**config.mk**
```make
export PLATFORM = sky130hd
export DESIGN_NAME = av2_mv_decoder_multi
export DESIGN_NICKNAME = d
export VERILOG_FILES = /design/src/rtl/av2_mv_pkg.sv /design/src/rtl/av2_mv_comp_add.sv /design/src/rtl/av2_mv_decoder_multi.sv
export SDC_FILE = /design/constraint.sdc
export NUM_CORES = 1
export LEC_CHECK = 0
export ABC_AREA = 0
export CAP_MARGIN = 10
export CORE_AREA = 4 4 140 142
export CTS_CLUSTER_DIAMETER = 120
export DETAILED_ROUTE_END_ITERATION = 8
export DIE_AREA = 0 0 144 146
export PLACE_DENSITY = 0.67
export SLEW_MARGIN = 0
export SYNTH_ARGS = -nofsm -noshare
export SYNTH_HDL_FRONTEND = slang
export SYNTH_SLANG_ARGS = --single-unit
```
**constraint.sdc**
```tcl
create_clock -name clk -period 4.6 [get_ports clk]
set_input_delay 0.92 -clock clk [delete_from_list [all_inputs] [get_ports clk]]
set_output_delay 0.92 -clock clk [all_outputs]
set_load 0.02 [all_outputs]
```
**src/rtl/av2_mv_pkg.sv**
```systemverilog
// Shared types and helpers for the AV2 motion-vector decoder: FSM state encoding,
// default geometry constants and the saturating reduction used when AV2_MV_CLAMP_EN is set.
package av2_mv_pkg;

    typedef enum logic [2:0] {
        S_IDLE,
        S_ZERO,
        S_SIGN,
        S_PREFIX,
        S_SUFFIX,
        S_ADD,
        S_OUT,
        S_DONE
    } mv_state_t;

    localparam int DEF_MV_W  = 16;
    localparam int DEF_MAX_K = 13;
    // Wide enough for the MV_W+2 bit sum at the largest supported MV_W (16).
    localparam int SAT_W     = 18;

    function automatic logic signed [SAT_W-1:0] saturate(input logic signed [SAT_W-1:0] v,
                                                          input int w);
        logic signed [SAT_W-1:0] hi;
        logic signed [SAT_W-1:0] lo;
        hi = SAT_W'((1 << (w - 1)) - 1);
        lo = -hi - SAT_W'(1);
        if (v > hi)
            return hi;
        else if (v < lo)
            return lo;
        else
            return v;
    endfunction

endpackage

```
**src/rtl/av2_mv_comp_add.sv**
```systemverilog
// Combinational predictor + delta adder, reduced to MV_W bits by saturation when
// AV2_MV_CLAMP_EN is defined, otherwise by keeping the low MV_W bits (wrap).
module av2_mv_comp_add
    import av2_mv_pkg::*;
#(
    parameter int MV_W = DEF_MV_W
) (
    input  logic signed [MV_W-1:0] pred,
    input  logic signed [MV_W+1:0] delta,
    output logic signed [MV_W-1:0] result
);

    logic signed [MV_W+1:0] sum;

    assign sum = $signed({{2{pred[MV_W-1]}}, pred}) + delta;

`ifdef AV2_MV_CLAMP_EN
    logic signed [SAT_W-1:0] sat;
    assign sat    = saturate(SAT_W'(sum), MV_W);
    assign result = sat[MV_W-1:0];
`else
    logic unused_hi;
    assign unused_hi = ^sum[MV_W+1:MV_W];
    assign result    = sum[MV_W-1:0];
`endif

endmodule

```
**src/rtl/av2_mv_decoder_multi.sv**
```systemverilog
// Exp-Golomb style MV delta decoder for NUM_MV motion vectors per start pulse.
// Result reduction is selected by macro AV2_MV_CLAMP_EN (saturate) or left to wrap.
module av2_mv_decoder_multi
    import av2_mv_pkg::*;
#(
    parameter  int MV_W   = DEF_MV_W,
    parameter  int NUM_MV = 2,
    parameter  int MAX_K  = DEF_MAX_K,
    localparam int IDX_W  = (NUM_MV > 1) ? $clog2(NUM_MV) : 1
) (
    input  logic                       clk,
    input  logic                       rst_n,
    input  logic                       start,
    input  logic [2*MV_W*NUM_MV-1:0]   pred_mv,
    input  logic [15:0]                decoded_symbol,
    input  logic                       symbol_valid,
    output logic                       symbol_ready,
    output logic signed [MV_W-1:0]     mv_x,
    output logic signed [MV_W-1:0]     mv_y,
    output logic [IDX_W-1:0]           mv_idx,
    output logic                       mv_valid,
    input  logic                       mv_ready,
    output logic                       done,
    output logic                       busy
);

    localparam int K_W   = $clog2(MAX_K + 1);
    localparam int ACC_W = MV_W + 1;
    localparam int D_W   = MV_W + 2;
    localparam int P_W   = 2 * MV_W * NUM_MV;

    mv_state_t              state_reg, state_next;
    logic                   comp_reg;
    logic                   sign_reg;
    logic [K_W-1:0]         k_reg;
    logic [K_W-1:0]         cnt_reg;
    logic [ACC_W-1:0]       acc_reg, acc_next;
    logic signed [D_W-1:0]  delta_x_reg, delta_y_reg, delta_next;
    logic [P_W-1:0]         pred_reg;
    logic [IDX_W-1:0]       idx_reg;
    logic signed [MV_W-1:0] mv_x_reg, mv_y_reg;

    logic                   sym_hs, sym_bit, comp_done, last_mv;
    logic signed [MV_W-1:0] add_pred, add_result;
    logic signed [D_W-1:0]  add_delta;
    logic                   unused_sym;

    assign unused_sym   = ^decoded_symbol[15:1];
    assign sym_bit      = decoded_symbol[0];
    assign symbol_ready = (state_reg == S_ZERO) || (state_reg == S_SIGN) ||
                          (state_reg == S_PREFIX) || (state_reg == S_SUFFIX);
    assign sym_hs       = symbol_valid && symbol_ready;
    assign last_mv      = (idx_reg == IDX_W'(NUM_MV - 1));

    // The magnitude (1<<k)+suffix is a leading 1 followed by the suffix bits,
    // so the accumulator starts at 1 and shifts suffix bits in.
    always_comb begin
        state_next = state_reg;
        comp_done  = 1'b0;
        acc_next   = acc_reg;
        case (state_reg)
            S_IDLE:   if (start) state_next = S_ZERO;
            S_ZERO:   if (sym_hs) begin
                          if (!sym_bit) begin
                              comp_done = 1'b1;
                              acc_next  = '0;
                          end else begin
                              state_next = S_SIGN;
                          end
                      end
            S_SIGN:   if (sym_hs) state_next = S_PREFIX;
            S_PREFIX: if (sym_hs) begin
                          if (sym_bit) begin
                              if (k_reg == K_W'(MAX_K - 1)) state_next = S_SUFFIX;
                          end else if (k_reg == '0) begin
                              comp_done = 1'b1;
                          end else begin
                              state_next = S_SUFFIX;
                          end
                      end
            S_SUFFIX: if (sym_hs) begin
                          acc_next = {acc_reg[ACC_W-2:0], sym_bit};
                          if (cnt_reg == K_W'(1)) comp_done = 1'b1;
                      end
            S_ADD:    state_next = S_OUT;
            S_OUT:    if (mv_ready) state_next = last_mv ? S_DONE : S_ZERO;
            S_DONE:   state_next = S_IDLE;
            default:  state_next = S_IDLE;
        endcase
        if (comp_done) state_next = comp_reg ? S_ADD : S_ZERO;
        delta_next = sign_reg ? -$signed({1'b0, acc_next}) : $signed({1'b0, acc_next});
    end

    always_ff @(posedge clk or negedge rst_n) begin
        if (!rst_n) state_reg <= S_IDLE;
        else        state_reg <= state_next;
    end

    // One shared adder: x is folded in on the final y symbol, y during ADD.
    assign add_pred  = (state_reg == S_ADD)
                     ? pred_reg[(2 * int'(idx_reg) + 1) * MV_W +: MV_W]
                     : pred_reg[(2 * int'(idx_reg)) * MV_W +: MV_W];
    assign add_delta = (state_reg == S_ADD) ? delta_y_reg : delta_x_reg;

    av2_mv_comp_add #(.MV_W(MV_W)) u_comp_add (
        .pred   (add_pred),
        .delta  (add_delta),
        .result (add_result)
    );

    always_ff @(posedge clk or negedge rst_n) begin
        if (!rst_n) begin
            comp_reg    <= 1'b0;
            sign_reg    <= 1'b0;
            k_reg       <= '0;
            cnt_reg     <= '0;
            acc_reg     <= '0;
            delta_x_reg <= '0;
            delta_y_reg <= '0;
            pred_reg    <= '0;
            idx_reg     <= '0;
            mv_x_reg    <= '0;
            mv_y_reg    <= '0;
        end else begin
            case (state_reg)
                S_IDLE:   if (start) begin
                              pred_reg <= pred_mv;
                              idx_reg  <= '0;
                              comp_reg <= 1'b0;
                          end
                S_SIGN:   if (sym_hs) begin
                              sign_reg <= sym_bit;
                              k_reg    <= '0;
                              acc_reg  <= ACC_W'(1);
                          end
                S_PREFIX: if (sym_hs) begin
                              if (sym_bit) k_reg <= K_W'(k_reg + 1'b1);
                              cnt_reg <= sym_bit ? K_W'(k_reg + 1'b1) : k_reg;
                          end
                S_SUFFIX: if (sym_hs) begin
                              acc_reg <= acc_next;
                              cnt_reg <= K_W'(cnt_reg - 1'b1);
                          end
                S_ADD:    mv_y_reg <= add_result;
                S_OUT:    if (mv_ready && !last_mv) begin
                              idx_reg  <= IDX_W'(idx_reg + 1'b1);
                              comp_reg <= 1'b0;
                          end
                default:  ;
            endcase
            if (comp_done) begin
                if (!comp_reg) begin
                    delta_x_reg <= delta_next;
                    comp_reg    <= 1'b1;
                end else begin
                    delta_y_reg <= delta_next;
                    mv_x_reg    <= add_result;
                end
            end
        end
    end

    assign mv_x     = mv_x_reg;
    assign mv_y     = mv_y_reg;
    assign mv_idx   = idx_reg;
    assign mv_valid = (state_reg == S_OUT);
    assign done     = (state_reg == S_DONE);
    assign busy     = (state_reg != S_IDLE);

endmodule

```
# Yosys cells after proc, flatten, opt, wreduce, memory -nomap -nowiden
# Cells that the tools add are included.
dict set report totals {
  ff_bits 159
  inputBits 85
  out_inout_bits 37
  wordCells 111
}
dict set report classes {
  addsub 6
  eq_ne 22
  shift 2
  mux 45
  bitwise 1
  n_reduce_logical 23
}
# op count
set ops {}
lappend ops {{17-bit two-way mux} 5}
lappend ops {{17-bit case mux with 2 select lines} 2}
lappend ops {{64-bit by 7-bit indexed part select with 16-bit output} 1}
lappend ops {{64-bit by 8-bit indexed part select with 16-bit output} 1}
lappend ops {{16-bit two-way mux} 3}
lappend ops {{3-bit two-way mux} 12}
lappend ops {{3-bit case mux with 7 select lines} 1}
lappend ops {{16-bit adder} 1}
lappend ops {{4-bit two-way mux} 4}
lappend ops {{16-bit negator} 1}
lappend ops {{4-bit case mux with 2 select lines} 2}
lappend ops {{3-bit inequality test (second input constant)} 5}
lappend ops {{1-bit two-way mux} 13}
lappend ops {{3-bit == test (second input constant)} 4}
lappend ops {{3-bit AND reduction} 4}
lappend ops {{9-bit AND reduction} 1}
lappend ops {{2-bit inequality test (second input constant)} 4}
lappend ops {{2-bit AND reduction} 4}
lappend ops {{2-bit nonzero test} 4}
lappend ops {{8-bit nonzero test} 1}
lappend ops {{3-bit by 2-bit == test with 1-bit output (second input constant)} 2}
lappend ops {{4-bit by 1-bit adder with 4-bit output (second input constant)} 1}
lappend ops {{4-bit by 1-bit == test with 1-bit output (second input constant)} 1}
lappend ops {{4-bit == test (second input constant)} 1}
lappend ops {{17 further kinds} 21}

# Depth between registers and ports, before layout
dict set report logic_depth {
  depth_word 9
  depth_mapped 16
  depth_no_buf 12
}

# By module
# A second synthesis with hierarchy kept.
dict set report hier_totals {
  hier_cells 981
  hier_area_um2 8957.3
}
# mod instances cells_per_inst area_per_inst_um2 seq_area_each_um2
set modules_own_cells {}
lappend modules_own_cells {av2_mv_decoder_multi 1 874 8104.0 4078.9}
lappend modules_own_cells {av2_mv_comp_add 1 107 853.3 0.0}

# Worst setup path before layout
# OpenSTA, ideal clock, no wires.
dict set report synth_timing {
  kind {flip-flop to flip-flop}
  startpoint {register state_reg[0]}
  endpoint {register mv_y_reg[14] (netlist: mv_y[14])}
  setup_ns 0.131
  arrival_ns 3.863
  required_ns 4.469
  setup_slack_ns 0.606
  path_stages_with_launch 17
  path_buffers 4
  cell_sequence {dfrtp_1 > clkbuf_1 > nor2b_1 > nand2_1 > buf_2 > clkbuf_1 > buf_2 > mux2_2 > ha_1 > fa_1 > a21o_1 > a21o_1 > a311oi_1 > o21ai_0 > nor3_1 > or4_1 > nand3_1}
}
dict set report synth_between {
  elab_chain_cells 3
  word_cells_on_any_way 4
  cone_classes {1 x add/sub; 1 x eq/ne; 2 x mux}
}
# element line
set synth_lines {}
lappend synth_lines {{from (decl)} av2_mv_decoder_multi.sv:32} ;# mv_state_t state_reg, state_next;
lappend synth_lines {{from (signal assigned)} av2_mv_decoder_multi.sv:96} ;# else state_reg <= state_next;
lappend synth_lines {{3-bit == test *} {av2_mv_decoder_multi.sv:100, av2_mv_decoder_multi.sv:103, av2_mv_decoder_multi.sv:125}}
lappend synth_lines {{16-bit two-way mux (on tied branches)} {av2_mv_decoder_multi.sv:101, av2_mv_decoder_multi.sv:103}}
lappend synth_lines {{16-bit adder} av2_mv_comp_add.sv:15} ;# assign sum = $signed({{2{pred[MV_W-1]}}, pred}) + delta;
lappend synth_lines {{to (signal assigned)} av2_mv_decoder_multi.sv:144} ;# S_ADD: mv_y_reg <= add_result;
lappend synth_lines {{to (decl)} av2_mv_decoder_multi.sv:41} ;# logic signed [MV_W-1:0] mv_x_reg, mv_y_reg;
# Every way passes the cells marked *; elsewhere a longest branch is shown, timed or not.
# A chain may end at the register's enable or synchronous reset.

# Final worst setup path
# Same ends and word-level chain as after synthesis.

==> summary.txt <==
GRT
  – Vias in the first global route: 5949
  – Gr usage total: 0.181
  – Initial antenna violation count: 0
  – First-pass GRT wire length: 30400 um
  – Grt total ovfl: 0
  – Largest net degree at the start of global routing: 110

Cells and area
  – Max reg flops: 64
  – Final Net Count: 944
  – Ant diodes: 0
  – Post-route insts no fill: 1083
  – Layout cells sized above 1: 0.184
  – Synthesis-to-finish area growth: 23.7%

Clock tree
  – Post-CTS Hold Buffers: 0
  – Clock-pin slew on the worst setup and hold paths: 0.06 ns
  – CTS Sinks: 158
  – Inserted Clock Buffers: 17
  – CTS root buf: clkbuf_16
  – Clk buf depth: 2
  – Resized Gates After CTS: 0
  – CTS tree: yes
  – Setup Fix Bufs, Post-CTS: 0
  – Worst-Skew Late Latency: 0.42 ns
  – H-tree lvl count: 4

Detailed routing
  – Via density: 5.51
  – Drt total wl: 18200 um
  – DR pass1 iterations: 6
  – Number of DRC markers in iteration 0: 427
  – Final ANT Viol Nets: 0
  – DR DRC count: 0
  – Via count: 5966
  – Average routed wire per standard cell: 16.8 um

Synthesis
  – Sequential fraction of the synthesis area: 0.487
  – Yosys top cell by area: dfrtp_1
  – Top cells by area, synth: dfrtp_1 49%, mux2_2 12%, mux4_2 4.4%
  – Syn nets: 847
  – Synth cell count leaders: 158 x dfrtp_1, 85 x mux2_2, 84 x nand2_1
  – FFs w/ async S/R, synth: 1.00
  – Yosys warnings: 0
  – Main synth FF type: dfrtp_1
  – Top-count cell post-synth: dfrtp_1
  – Avg Cell Area, Syn: 11.0 sq um
  – Yosys cell types: 59
  – Share of the synthesized area in the top cell type: 0.487
  – Yosys reg bits: 158
  – Number of flops mapped to enable cells by yosys: 0
  – Post-synthesis cell area: 8110 sq um
  – Post-Synthesis Cells: 741

Pwr
  – P_leak: 4.29 nW
  – Comb power frac: 0.520
  – Power share of the sequential group: 0.303
  – Sw Pwr: 3.15 mW
  – Pint: 4.80 mW
  – Sw frac: 0.396
  – Clock power frac: 0.177
  – Power Density: 792 nW/um^2
  – Max VDD drop: 0.334 mV

Hold path
  – Worst hold path type: reg -> reg
  – Min-Delay Startpoint: delta_x_reg[5]$_DFFE_PN0P_

Critical path
  – Crit path buf inv count: 1
  – R2r startpoint: state_reg[0]$_DFFE_PN0P_
  – Cell family with most CP delay: simple AND/OR/NAND/NOR gates
  – Crit-path cells: nor2b_1 > nand2_2 > buf_12 > mux2_2 > ha_1 > fa_1 > a21o_1 > a21o_1 > a311oi_1 > o21ai_0 > nor3_1 > or4_1 > nand3_1
  – Setup Crit Path Kind: reg -> reg
  – Data required, critical path: 4.89 ns
  – Crit path max fanout: 53
  – CP endpoint kind: flip-flop
  – Crit path from: state_reg[0]$_DFFE_PN0P_
  – CP Launch Type: flip-flop
  – Critical Path Max Stage Delay: 0.44 ns
  – Most frequent CP cell: a21o_1
  – Crit path DAT: 3.96 ns
  – CP max-delay cell: fa_1

Timing
  – Final worst-path cycle share: 0.797
  – Slew @ Worst Pin: 1.13 ns
  – Tmin final: 3.67 ns
  – RSZ-0062 raised after global routing: no
  – Setup WS post-layout: 0.932 ns
  – Rel. slew slack: 0.239
  – Clk_skew: 0.00688 ns
  – Final slew viol count: 0
  – Final setup fails: 0
  – Sum Neg Setup Slack: 0 ns
  – Fmax: 273 MHz
  – Number of hold violations in the final report: 0

Placed design
  – Pre-CTS WS: 0.907 ns
  – IO buf count: 106
  – Post-DP HPWL: 12900 um
  – Dpl cells: 1053
  – Final Wtd Congestion: 0.822

Floorplanning
  – DIE HEIGHT: 146 um
  – Die Area: 21000 sq um
  – Starting Density: 0.440
  – Row Count: 50
  – Io pins: 122
  – Die width: 144 um
  – Core Area: 18500 sq um

Flow run
  – Max cap viols: 0

Outcome
  – Status: completed
==> final timing paths <==
path | end | slack, ns | cells past startpoint
hold reg to reg | delta_x_reg[5]$_DFFE_PN0P_ | 0.48 | 2
setup reg to reg | mv_y[14]$_DFFE_PN0P_ | 0.93 | 13
hold / removal | delta_x_reg[5]$_DFFE_PN0P_ | 0.48 | 2
max in group asynchronous | pred_reg[41]$_DFFE_PN0P_ | 3.12 | 2
min in group asynchronous | delta_y_reg[15]$_DFFE_PN0P_ | 0.66 | 1
setup / recovery | mv_y[14]$_DFFE_PN0P_ | 0.93 | 13
==> final cells by class <==
type / count / area, sq um
tap: 234 / 293
clock inverter: 9 / 111
inverter: 12 / 45.0
clock buffer: 21 / 480
sequential: 158 / 3950
timing repair buffer: 122 / 1210
fill: 1584 / 8420
multi-input combinational: 527 / 3950
==> power groups by stage <==
| stage | clock network, mW | logic [mW] | registers [mW] |
|---|---|---|---|
| after floorplan | 0 | 2.84 | 2.48 |
| after global placement | 0 | 4.09 | 2.41 |
| after detailed placement | 0 | 4.14 | 2.44 |
| after CTS | 1.43 | 4.17 | 2.41 |
| after global routing | 1.49 | 4.59 | 2.50 |
| final | 1.41 | 4.14 | 2.41 |
==> metrics by stage <==
stage	utilization	hold slack (ns)	power, mW	cell area [sq um]
floorplan	-	0.444	5.32	8110
global placement	0.512	0.457	6.50	9450
detailed placement	0.512	0.465	6.58	9450
CTS	0.544	0.478	8.01	10000
global route	0.544	0.497	8.59	10000
finish	0.544	0.476	7.95	10000
==> cells in the final DEF (no fill, tap or decap), types with 7 or more instances in the layout <==
cell type and count:
buf_4 14, xor2_1 18, a22o_1 11, clkbuf_16 17, a31oi_1 7, xnor2_1 12
nand2b_1 12, and2_1 8, a22oi_1 7, nand2_1 83, ha_1 20, and3_1 7
mux4_2 16, a21o_1 13, inv_1 12, dfrtp_1 158, nand3_1 8, o21ai_1 18
a21oi_1 36, o21ai_0 61, clkdlybuf4s50_1 105, nor2_1 28, mux2_2 85
==> logic make-up after synthesis <==
logic type | count (synthesis) | synth area share
xor+xnor | 30 | 0.0324
fa+ha+maj | 21 | 0.0333
buf+inv | 56 | 0.0265
compound gates | 197 | 0.154
mux | 103 | 0.165
simple gates | 176 | 0.102
flops | 158 | 0.487
==> metal layers <==
layer  part of all wire  vias up  track usage  wire length [um]
met2               0.47      120        0.280              8600
li1                   -     2889            -                 -
met3              0.049       19       0.0411               885
met4              0.013        0       0.0490               243
met1               0.47     2938        0.255              8470
met5                  0        -            0                 0
==> worst min-delay path, delay by kind of cell (launching register included) <==
family | cells | cell delay (ns)
compound gates | 1 | 0.06
flops | 1 | 0.34
simple gates | 1 | 0.04
Power figures use the tool's default switching activity.
